### src/rtl/instr_fetch_unit_if.sv
// Instruction-memory request/acknowledge bus between the fetch unit (master)
// and the instruction memory (slave).
interface instr_fetch_unit_if;
    logic        imem_req;
    logic [31:0] imem_addr;
    logic        imem_ack;
    logic [31:0] imem_rdata;

    modport master (
        output imem_req,
        output imem_addr,
        input  imem_ack,
        input  imem_rdata
    );

    modport slave (
        input  imem_req,
        input  imem_addr,
        output imem_ack,
        output imem_rdata
    );
endinterface

### src/rtl/instr_fetch_unit.sv
// MIPS-subset fetch stage: PC, variable-latency imem handshake, next-PC select.
// Optional macro IFETCH_ALIGN_CHECK_EN traps a misaligned next PC into HALT.
module instr_fetch_unit #(
    parameter logic [31:0] RESET_PC = 32'h0000_0000
) (
    input  logic                        clock,
    input  logic                        reset_n,
    instr_fetch_unit_if.master          imem,
    output logic [31:0]                 Instruction,
    output logic                        instr_valid,
    input  logic                        stall,
    output logic [31:0]                 PC_plus_4,
    input  logic [31:0]                 Addr_result,
    input  logic                        Zero,
    input  logic                        Branch,
    input  logic                        nBranch,
    input  logic                        Jmp,
    input  logic                        Jal,
    input  logic                        Jr,
    input  logic [31:0]                 Read_data_1,
    output logic [31:0]                 instr_count,
    output logic                        addr_err
);

    typedef enum logic [1:0] {IDLE, FETCH, HOLD, HALT} state_t;

    state_t      state;
    logic [31:0] pc;
    logic [31:0] target;
    logic [31:0] next_pc;
    logic        taken;
    logic        unused_bits;

    assign PC_plus_4      = pc + 32'd4;
    assign imem.imem_req  = (state == FETCH);
    assign imem.imem_addr = pc;

    // Priority: Jr, then J/Jal, then conditional branch, then sequential.
    always_comb begin
        taken  = (Branch & Zero) | (nBranch & ~Zero);
        target = PC_plus_4;
        if (Jr)
            target = Read_data_1;
        else if (Jmp || Jal)
            target = {PC_plus_4[31:28], Instruction[25:0], 2'b00};
        else if (taken)
            target = {Addr_result[29:0], 2'b00};
    end

`ifdef IFETCH_ALIGN_CHECK_EN
    assign next_pc     = target;
    assign unused_bits = ^Addr_result[31:30];
`else
    assign next_pc     = {target[31:2], 2'b00};
    assign unused_bits = ^{Addr_result[31:30], target[1:0]};
    assign addr_err    = 1'b0;
`endif

    always_ff @(posedge clock or negedge reset_n) begin
        if (!reset_n) begin
            state       <= IDLE;
            pc          <= RESET_PC;
            Instruction <= '0;
            instr_valid <= 1'b0;
            instr_count <= '0;
`ifdef IFETCH_ALIGN_CHECK_EN
            addr_err    <= 1'b0;
`endif
        end else begin
            case (state)
                IDLE: state <= FETCH;
                FETCH: begin
                    if (imem.imem_ack) begin
                        Instruction <= imem.imem_rdata;
                        instr_valid <= 1'b1;
                        state       <= HOLD;
                    end
                end
                HOLD: begin
                    if (!stall) begin
                        instr_valid <= 1'b0;
                        instr_count <= instr_count + 32'd1;
`ifdef IFETCH_ALIGN_CHECK_EN
                        // Misaligned target: keep the old PC and park in HALT.
                        if (next_pc[1:0] != 2'b00) begin
                            addr_err <= 1'b1;
                            state    <= HALT;
                        end else begin
                            pc    <= next_pc;
                            state <= FETCH;
                        end
`else
                        pc    <= next_pc;
                        state <= FETCH;
`endif
                    end
                end
                HALT:    state <= HALT;
                default: state <= IDLE;
            endcase
        end
    end

endmodule

### src/flat_wrapper.sv
// flat-port wrapper written by rule: the top's interface ports become plain ports
module instr_fetch_unit_flat 
#(
    parameter logic [31:0] RESET_PC = 32'h0000_0000
)
  (clock, reset_n, Instruction, instr_valid, stall, PC_plus_4, Addr_result, Zero, Branch, nBranch, Jmp, Jal, Jr, Read_data_1, instr_count, addr_err, imem_imem_req, imem_imem_addr, imem_imem_ack, imem_imem_rdata);
  instr_fetch_unit_if imem_i ();
  input  logic clock;
  input  logic reset_n;
  output logic [31:0] Instruction;
  output logic instr_valid;
  input  logic stall;
  output logic [31:0] PC_plus_4;
  input  logic [31:0] Addr_result;
  input  logic Zero;
  input  logic Branch;
  input  logic nBranch;
  input  logic Jmp;
  input  logic Jal;
  input  logic Jr;
  input  logic [31:0] Read_data_1;
  output logic [31:0] instr_count;
  output logic addr_err;
  output wire logic [$bits(imem_i.imem_req)-1:0] imem_imem_req;
  output wire logic [$bits(imem_i.imem_addr)-1:0] imem_imem_addr;
  input wire logic [$bits(imem_i.imem_ack)-1:0] imem_imem_ack;
  input wire logic [$bits(imem_i.imem_rdata)-1:0] imem_imem_rdata;
  assign imem_imem_req = imem_i.imem_req;
  assign imem_imem_addr = imem_i.imem_addr;
  assign imem_i.imem_ack = imem_imem_ack;
  assign imem_i.imem_rdata = imem_imem_rdata;
  instr_fetch_unit #(.RESET_PC(RESET_PC)) u_core (.clock(clock), .reset_n(reset_n), .imem(imem_i), .Instruction(Instruction), .instr_valid(instr_valid), .stall(stall), .PC_plus_4(PC_plus_4), .Addr_result(Addr_result), .Zero(Zero), .Branch(Branch), .nBranch(nBranch), .Jmp(Jmp), .Jal(Jal), .Jr(Jr), .Read_data_1(Read_data_1), .instr_count(instr_count), .addr_err(addr_err));
endmodule
### config.mk
export PLATFORM = sky130hd
export DESIGN_NAME = instr_fetch_unit_flat
export DESIGN_NICKNAME = d
export VERILOG_FILES = /design/src/rtl/instr_fetch_unit_if.sv /design/src/rtl/instr_fetch_unit.sv /design/src/flat_wrapper.sv
export SDC_FILE = /design/constraint.sdc
export NUM_CORES = 1
export LEC_CHECK = 0
export ABC_CLOCK_PERIOD_IN_PS = 1800
export BUFFER_PORTS_ARGS = -buffer_cell sky130_fd_sc_hd__buf_2
export CAP_MARGIN = 15
export CORE_ASPECT_RATIO = 2
export CORE_MARGIN = 1
export CORE_UTILIZATION = 45
export CTS_BUF_LIST = sky130_fd_sc_hd__clkbuf_2
export DETAILED_ROUTE_END_ITERATION = 12
export PLACE_DENSITY_LB_ADDON = 0.12
export SLEW_MARGIN = 20
export SYNTH_ARGS = -nofsm -noshare
export SYNTH_HDL_FRONTEND = slang
export SYNTH_SLANG_ARGS = --single-unit
### constraint.sdc
create_clock -name clock -period 1.8 [get_ports clock]
set_input_delay 0.36 -clock clock [delete_from_list [all_inputs] [get_ports clock]]
set_output_delay 0.36 -clock clock [all_outputs]
set_load 0.1 [all_outputs]
==> summary.md, run 1 <==
| Metric | Value |
|---|---|
| Run Error | [ERROR DPL-0038] Utilization greater than 100%, impossible to legalize |
| Initial cell density of the core | 46.3% |
| Synth Flop Type | dfrtp_1 |
| Failed at | global routing |
| Post-synth EDFFs | 0 |
| Gpl congestion | 0.904 |
| Gate Count Post-Synth | 620 |
| DIE HEIGHT | 157 um |
| CTS H-tree depth | 3 |
| Yosys top cell by area | dfrtp_1 |
| Synth top area share | 44.8% |
| YS warnings | 0 |
| CTS Sinks | 97 |
| DP Wirelength | 17,100 um |
| Post-synthesis sequential area ratio | 44.8% |
| Post-Syn Area | 5410 um^2 |
| Flops & latches, synth | 97 |
| Asr flop ratio synth | 100% |
| Largest net degree at the start of global routing | 35 |
| GRT worst endpoint | PC_plus_4[25] |
| CTS Buffer Depth | 2 |
| Clock tree root driver cell | clkbuf_2 |
| Die W | 79.6 um |
| Row Count | 56 |
| Worst endpoint type | primary output |
| Synth top area cells | dfrtp_1, nand2_1, xnor2_1 |
| Inst Count DP | 1,096 |
| Status | did not finish |
| Post-synth top cells | nand2_1, dfrtp_1, xnor2_1 |
| IO buf count | 227 |
| Post-synth cell types | 57 |
| Top-count cell post-synth | nand2_1 |
| IO Count | 237 |
| Mean area per synthesized cell | 8.73 um^2 |
| Placed cell area | 9120 um^2 |
| Num CTS Buffers | 9 |
## logic make-up after synthesis
group	after synthesis	share of synthesized area (%)
fa+ha+maj	2	0.462
mux	3	0.578
other cells	1	0.0693
flops	97	44.8
xor+xnor	59	9.54
buf+inv	46	3.58
simple gates	291	25.3
compound gates	121	15.6
## stage by stage
step	hold WS (ns)	setup WS [ns]
3_3_place_gp	0.276	-0.389
2_1_floorplan	0.0644	-1.07
3_5_place_dp	0.285	-0.426
4_1_cts	0.00766	-1.12
## what timing repair did
item	CTS
cloned	0
pin swaps	56
endpoints found under the hold margin	122
gates resized for setup	292
buffers inserted	42
hold buffers	34
endpoints found under the setup margin	138
==> run 2: changes to the inputs <==
Settings changed: ABC_CLOCK_PERIOD_IN_PS 1800 to 2300, CORE_ASPECT_RATIO 2 to unset, CORE_UTILIZATION 45 to 35, CTS_BUF_LIST sky130_fd_sc_hd__clkbuf_2 to unset, PLACE_DENSITY_LB_ADDON 0.12 to 0.15.
Clock period 1.8 ns to 2.3 ns, I/O delays scaled along.
==> run 2 against run 1 <==
  * The flow now finishes, with violations (setup timing)
  * Synthesized area unchanged
  * Synthesized cell count did not move
==> summary.md, run 2 <==
| Metric | Value |
|---|---|
| Core Box Area | 15,100 um^2 |
| Tmin final | 2.69 ns |
| Yosys top cell by area | dfrtp_1 |
| Row Count | 45 |
| Final period util | 117% |
| Critical Path RT | 1.84 ns |
| Final nets | 1,050 |
| CTS Sinks | 97 |
| Failing checks | setup timing |
| Setup TNS | -3.84 ns |
| IO buf count | 227 |
| Clk_lat worst skew | 0.35 ns |
| Worst-path clk slew | 0.07 ns |
| DIE HEIGHT | 126 um |
| Largest net degree at the start of global routing | 48 |
| Top-count cell post-synth | nand2_1 |
| Die area | 16,000 um^2 |
| Hold buffers post-CTS | 0 |
| Worst-path fanout max | 3 |
| Post-synthesis sequential area ratio | 44.8% |
| Most common cell after layout, fill and taps aside | buf_2 |
| Share of cells above drive strength 1 | 49.7% |
| Initial cell density of the core | 35.7% |
| Gpl congestion | 0.883 |
| Register area | 2540 um^2 |
| Crit Path Category | flip-flop to output pin |
| Diode count | 0 |
| HP Class | input pin to async pin |
| TritonCTS clock tree | built |
| Num CTS Buffers | 9 |
| Crit-path slowest cell | or4_4 |
| Mean area per synthesized cell | 8.73 um^2 |
| Post-Syn Area | 5410 um^2 |
| Worst path cell trace | nand3_4 -> or4_4 -> or3_4 -> xnor2_4 -> buf_12 |
| Most frequent cells in the layout | buf_2, nand2_1, buf_4, dfrtp_1, nor2_1 |
| CTS Buffer Depth | 2 |
| DP Wirelength | 15,100 um |
| Fin worst setup slack | -0.394 ns |
| Post-synth EDFFs | 0 |
| Flops & latches, synth | 97 |
| Synth top area share | 44.8% |
| Inst Count DP | 1,079 |
| Vias | 6,006 |
| Peak Freq | 371 MHz |
| Synth Flop Type | dfrtp_1 |
| Endpoints failing setup | 23 |
| Non-filler instance count after layout | 1,135 |
| Routed wire per std cell | 17.9 um |
| Slowest stage delay, CP | 0.55 ns |
| WP data arrival | 2.23 ns |
| Asr flop ratio synth | 100% |
| Filler cell count in the final layout | 1,306 |
| Synth top area cells | dfrtp_1, nand2_1, xnor2_1 |
| Fin. max-slew vios | 0 |
| IO Count | 237 |
| Status | finished, violations left |
| Initial antenna violation count | 1 |
| Final hold viol count | 0 |
| Max Cap Violations | 0 |
| CP Buf/Inv Count | 1 |
| Post-synth cell types | 57 |
| Total gr overflow | 0 |
| Placement Setup Slack | -0.0651 ns |
| YS warnings | 0 |
| Remaining DRCs | 0 |
| Drt pass-1 iters | 4 |
| Gate Count Post-Synth | 620 |
| Final Core Density | 61.7% |
| CP endpoint kind | output pin |
| Vias in the first global route | 5,865 |
| Routed Antenna Nets | 0 |
| Final WL | 20,300 um |
| CTS H-tree depth | 3 |
| Worst slew margin | 35.2% |
| Vias/cell | 5.29 |
| Delay-heaviest family, CP | simple AND/OR/NAND/NOR gates |
| Critical path launch point type | flip-flop |
| Global-route wire length before repair | 31,700 um |
| Clock tree root driver cell | clkbuf_16 |
| Initial DRC Count | 300 |
| Die W | 126 um |
| Area taken by multi-input logic gates | 3650 um^2 |
| Syn-to-layout area delta | 72.7% |
| Gr usage total | 25.9% |
| RSZ-0062 raised after global routing | true |
| Worst Tran Pin Value | 0.971 ns |
| Post-synth top cells | nand2_1, dfrtp_1, xnor2_1 |
| Clock Skews | 0.00986 ns |
[run 2: cell counts after synthesis]
Identical to the previous run, type by type.
[run 2: final cells by class]
type,instances,share of cell area [%]
Multi-Input combinational cell,481,39.1
Inverter,11,0.442
Timing Repair Buffer,342,26.8
Clock buffer,11,2.60
Tap cell,188,2.52
Sequential cell,97,27.2
Clock inverter,5,1.37
[run 2: worst paths after layout]
path	slack, ns	to	from	cells after the start
min in group clock	0.29	u_core.Instruction[29]$_DFFE_PN0P_	imem_imem_rdata[29]	3
setup reg to reg	0.21	u_core.imem.imem_addr[25]$_DFFE_PN0P_	u_core.imem.imem_addr[14]$_DFFE_PN0P_	6
hold / removal	0.12	u_core.instr_count[11]$_DFFE_PN0P_	reset_n	1
setup / recovery	-0.39	PC_plus_4[25]	u_core.imem.imem_addr[14]$_DFFE_PN0P_	5
max in group asynchronous	1.44	u_core.instr_count[18]$_DFFE_PN0P_	reset_n	2
hold reg to reg	0.47	u_core.instr_count[31]$_DFFE_PN0P_	u_core.instr_count[31]$_DFFE_PN0P_	1
[run 2: logic make-up after synthesis]
| logic type | count (synthesis) | share of synthesized area, % |
|---|---|---|
| other | 1 | 0.0693 |
| adders and majority gates | 2 | 0.462 |
| buffers and inverters | 46 | 3.58 |
| xor gates and xnor gates | 59 | 9.54 |
| muxes | 3 | 0.578 |
| DFF | 97 | 44.8 |
| AOI/OAI and AO/OA | 121 | 15.6 |
| and+or+nand+nor | 291 | 25.3 |
[run 2: worst reg2reg max path: stages (launching register included)]
cell	delay [ns]
dfrtp_4	0.43
nand3_4	0.08
or4_4	0.55
or3_4	0.42
buf_4	0.15
o31a_1	0.23
o22ai_1	0.15
[run 2: per-layer routing]
metal,global-route usage [%],vias up,wire [um]
met5,0,-,13
li1,-,2843,-
met4,8.43,2,424
met1,33.7,2893,8700
met2,43.2,240,9840
met3,5.23,28,1330
[run 2: what timing repair did]
item | 4_1_cts | 5_1_grt
pin swaps | 30 | 13
setup endpoints to repair | 23 | 24
buffers inserted | 31 | 10
gates resized for setup | 34 | 16
[run 2: through the flow]
| step | cell area (um^2) | hold WS [ns] |
|---|---|---|
| final | 9350 | 0.121 |
| after global routing | 9350 | 0.170 |
| after CTS | 9200 | 0.151 |
| after detailed placement | 8420 | 0.462 |
| after global placement | 8420 | 0.452 |
| after floorplan | 6220 | 0.164 |
Power of run 2 is not shown: default switching activity piles up to over one toggle a cycle in this logic, so the estimate is an artifact.
==> run 3: changes to the inputs <==
Settings changed: GPL_TIMING_DRIVEN set to 0.
==> run 3 against run 2 <==
  * The flow still finishes with violations (setup timing)
  * Worst hold slack got worse by 0.11 ns
  * First-iteration DRC count is 26% higher
  * Clock-buffer cell count down 1
  * Global-route usage increased by 1.1 points
  * Critical endpoint unchanged
  * Routed wire length grew 5.4%
  * Highest routed layer is now met4
  * Non-clock buffer count down 16
  * Flip-flop and latch count is the same
==> summary.md, run 3 (synthesis gave the netlist of run 2 again) <==
| Metric | Value |
|---|---|
| Status | finished, violations left |
| Failing checks | setup timing |
| Worst slew margin | 52.8% |
| Final hold viol count | 0 |
| Critical path launch point type | flip-flop |
| HP Class | input pin to async pin |
| Setup TNS | -4.39 ns |
| RSZ-0062 raised after global routing | true |
| Clk_lat worst skew | 0.36 ns |
| Routed Antenna Nets | 0 |
| Row Count | 45 |
| Global-route wire length before repair | 32,600 um |
| Most common cell after layout, fill and taps aside | buf_2 |
| Routed wire per std cell | 19.1 um |
| Remaining DRCs | 0 |
| Crit-path slowest cell | or4_4 |
| Die W | 126 um |
| Critical Path RT | 1.84 ns |
| TritonCTS clock tree | built |
| Worst path cell trace | clkinvlp_4 -> or4_4 -> or3_4 -> xnor2_4 -> buf_12 |
| Slowest stage delay, CP | 0.58 ns |
| Fin worst setup slack | -0.514 ns |
| Die area | 16,000 um^2 |
| Drt pass-1 iters | 6 |
| Total gr overflow | 0 |
| Reg2Reg Setup Slack | 0.12 ns |
| Clock tree root driver cell | clkbuf_16 |
| Vias/cell | 5.40 |
| CTS H-tree depth | 3 |
| Gr usage total | 26.9% |
| Tmin final | 2.81 ns |
| Clock Skews | 0.00617 ns |
| WP data arrival | 2.35 ns |
| Reg2reg start | u_core.imem.imem_addr[22]$_DFFE_PN0P_ |
| IO Count | 237 |
| IO buf count | 227 |
| Crit Path Category | flip-flop to output pin |
| Max Cap Violations | 0 |
| Cell depth of the worst flop-to-flop path | 6 |
| DIE HEIGHT | 126 um |
| Initial cell density of the core | 35.7% |
| Final period util | 122% |
| Num CTS Buffers | 9 |
| Area taken by multi-input logic gates | 3700 um^2 |
| CP endpoint kind | output pin |
| Largest net degree at the start of global routing | 58 |
| Filler cell count in the final layout | 1,308 |
| Gpl congestion | 0.889 |
| Share of cells above drive strength 1 | 47.4% |
| Crit path from | u_core.imem.imem_addr[22]$_DFFE_PN0P_ |
| Hold buffers post-CTS | 0 |
| DP Wirelength | 15,500 um |
| Placed cell area | 7630 um^2 |
| Final nets | 1,034 |
| Reg-to-reg endpoint | u_core.imem.imem_addr[25]$_DFFE_PN0P_ |
| Initial DRC Count | 378 |
| Vias in the first global route | 5,942 |
| Final WL | 21,400 um |
| Initial antenna violation count | 1 |
| Worst-path fanout max | 4 |
| Most frequent cells in the layout | buf_2, nand2_1, buf_4, dfrtp_1, nor2_1 |
| Fin area | 9040 um^2 |
| CP Buf/Inv Count | 2 |
| Worst Tran Pin Value | 0.707 ns |
| Worst-path clk slew | 0.07 ns |
| Vias | 6,052 |
| Endpoints failing setup | 19 |
| Delay-heaviest family, CP | simple AND/OR/NAND/NOR gates |
| CTS Sinks | 97 |
| Fin. max-slew vios | 0 |
| Register area | 2540 um^2 |
| CTS Buffer Depth | 2 |
| Syn-to-layout area delta | 67.0% |
| Core Box Area | 15,100 um^2 |
| Peak Freq | 355 MHz |
-- run 3: cell types whose count changed in the layout (fill, tap and decap cells not counted), sizes merged --
cell      before  now
diode          0    1
buf          341  301
clkbuf        12   35
bufinv         4    1
clkinvlp       1    3
clkinv         0    2
-- run 3: final cells by class --
type	instances	share of cell area (%)
diodes	1	0.0277
flip-flops and latches	97	28.1
multi-input cells	481	40.9
clock inverters	6	0.747
plain buffers	32	1.56
well taps	188	2.60
inverters	11	0.498
clock buffers	10	2.53
repair buffers	294	23.1
-- run 3: worst max-delay path by stage --
stage	endpoint	depth (start not counted)
floorplan	PC_plus_4[25]	5
global placement	PC_plus_4[28]	5
detailed placement	u_core.imem.imem_addr[21]$_DFFE_PN0P_	7
CTS	PC_plus_4[25]	6
global route	PC_plus_4[25]	5
finish	PC_plus_4[25]	5
-- run 3: worst register-to-register path: cells and delay by family, from the launching register on --
kind | cells | cell delay, ns
buf+inv | 2 | 0.29
compound gates | 2 | 0.38
simple gates | 2 | 1.00
flops | 1 | 0.42
-- run 3: what timing repair did --
item,4_1_cts,5_1_grt
pin swaps,30,17
gates resized for setup,128,25
gates cloned,0,0
setup endpoints to repair,54,32
buffers inserted,52,14
hold endpoints to repair,0,0
-- run 3: per-stage QoR --
step / worst slack, ns / utilization, % / hold slack (ns) / std cells
floorplan: -0.673 / - / 0.164 / 624
global placement: -0.759 / 50.2 / 0.453 / 1039
detailed placement: -0.807 / 50.4 / 0.413 / 1040
CTS: -0.528 / 58.2 / 0.0224 / 1105
global route: -0.551 / 59.7 / 0.0443 / 1120
finish: -0.514 / 59.7 / 0.0108 / 1120
-- run 3: per-layer routing --
layer / vias up / track usage [%] / share of wire (%)
met5: - / 0 / 0
met4: 0 / 9.99 / 2.3
met3: 36 / 6.07 / 7.5
met2: 279 / 45.6 / 49
met1: 2928 / 33.6 / 41
li1: 2809 / - / -
Power of run 3 is left out for the same reason.
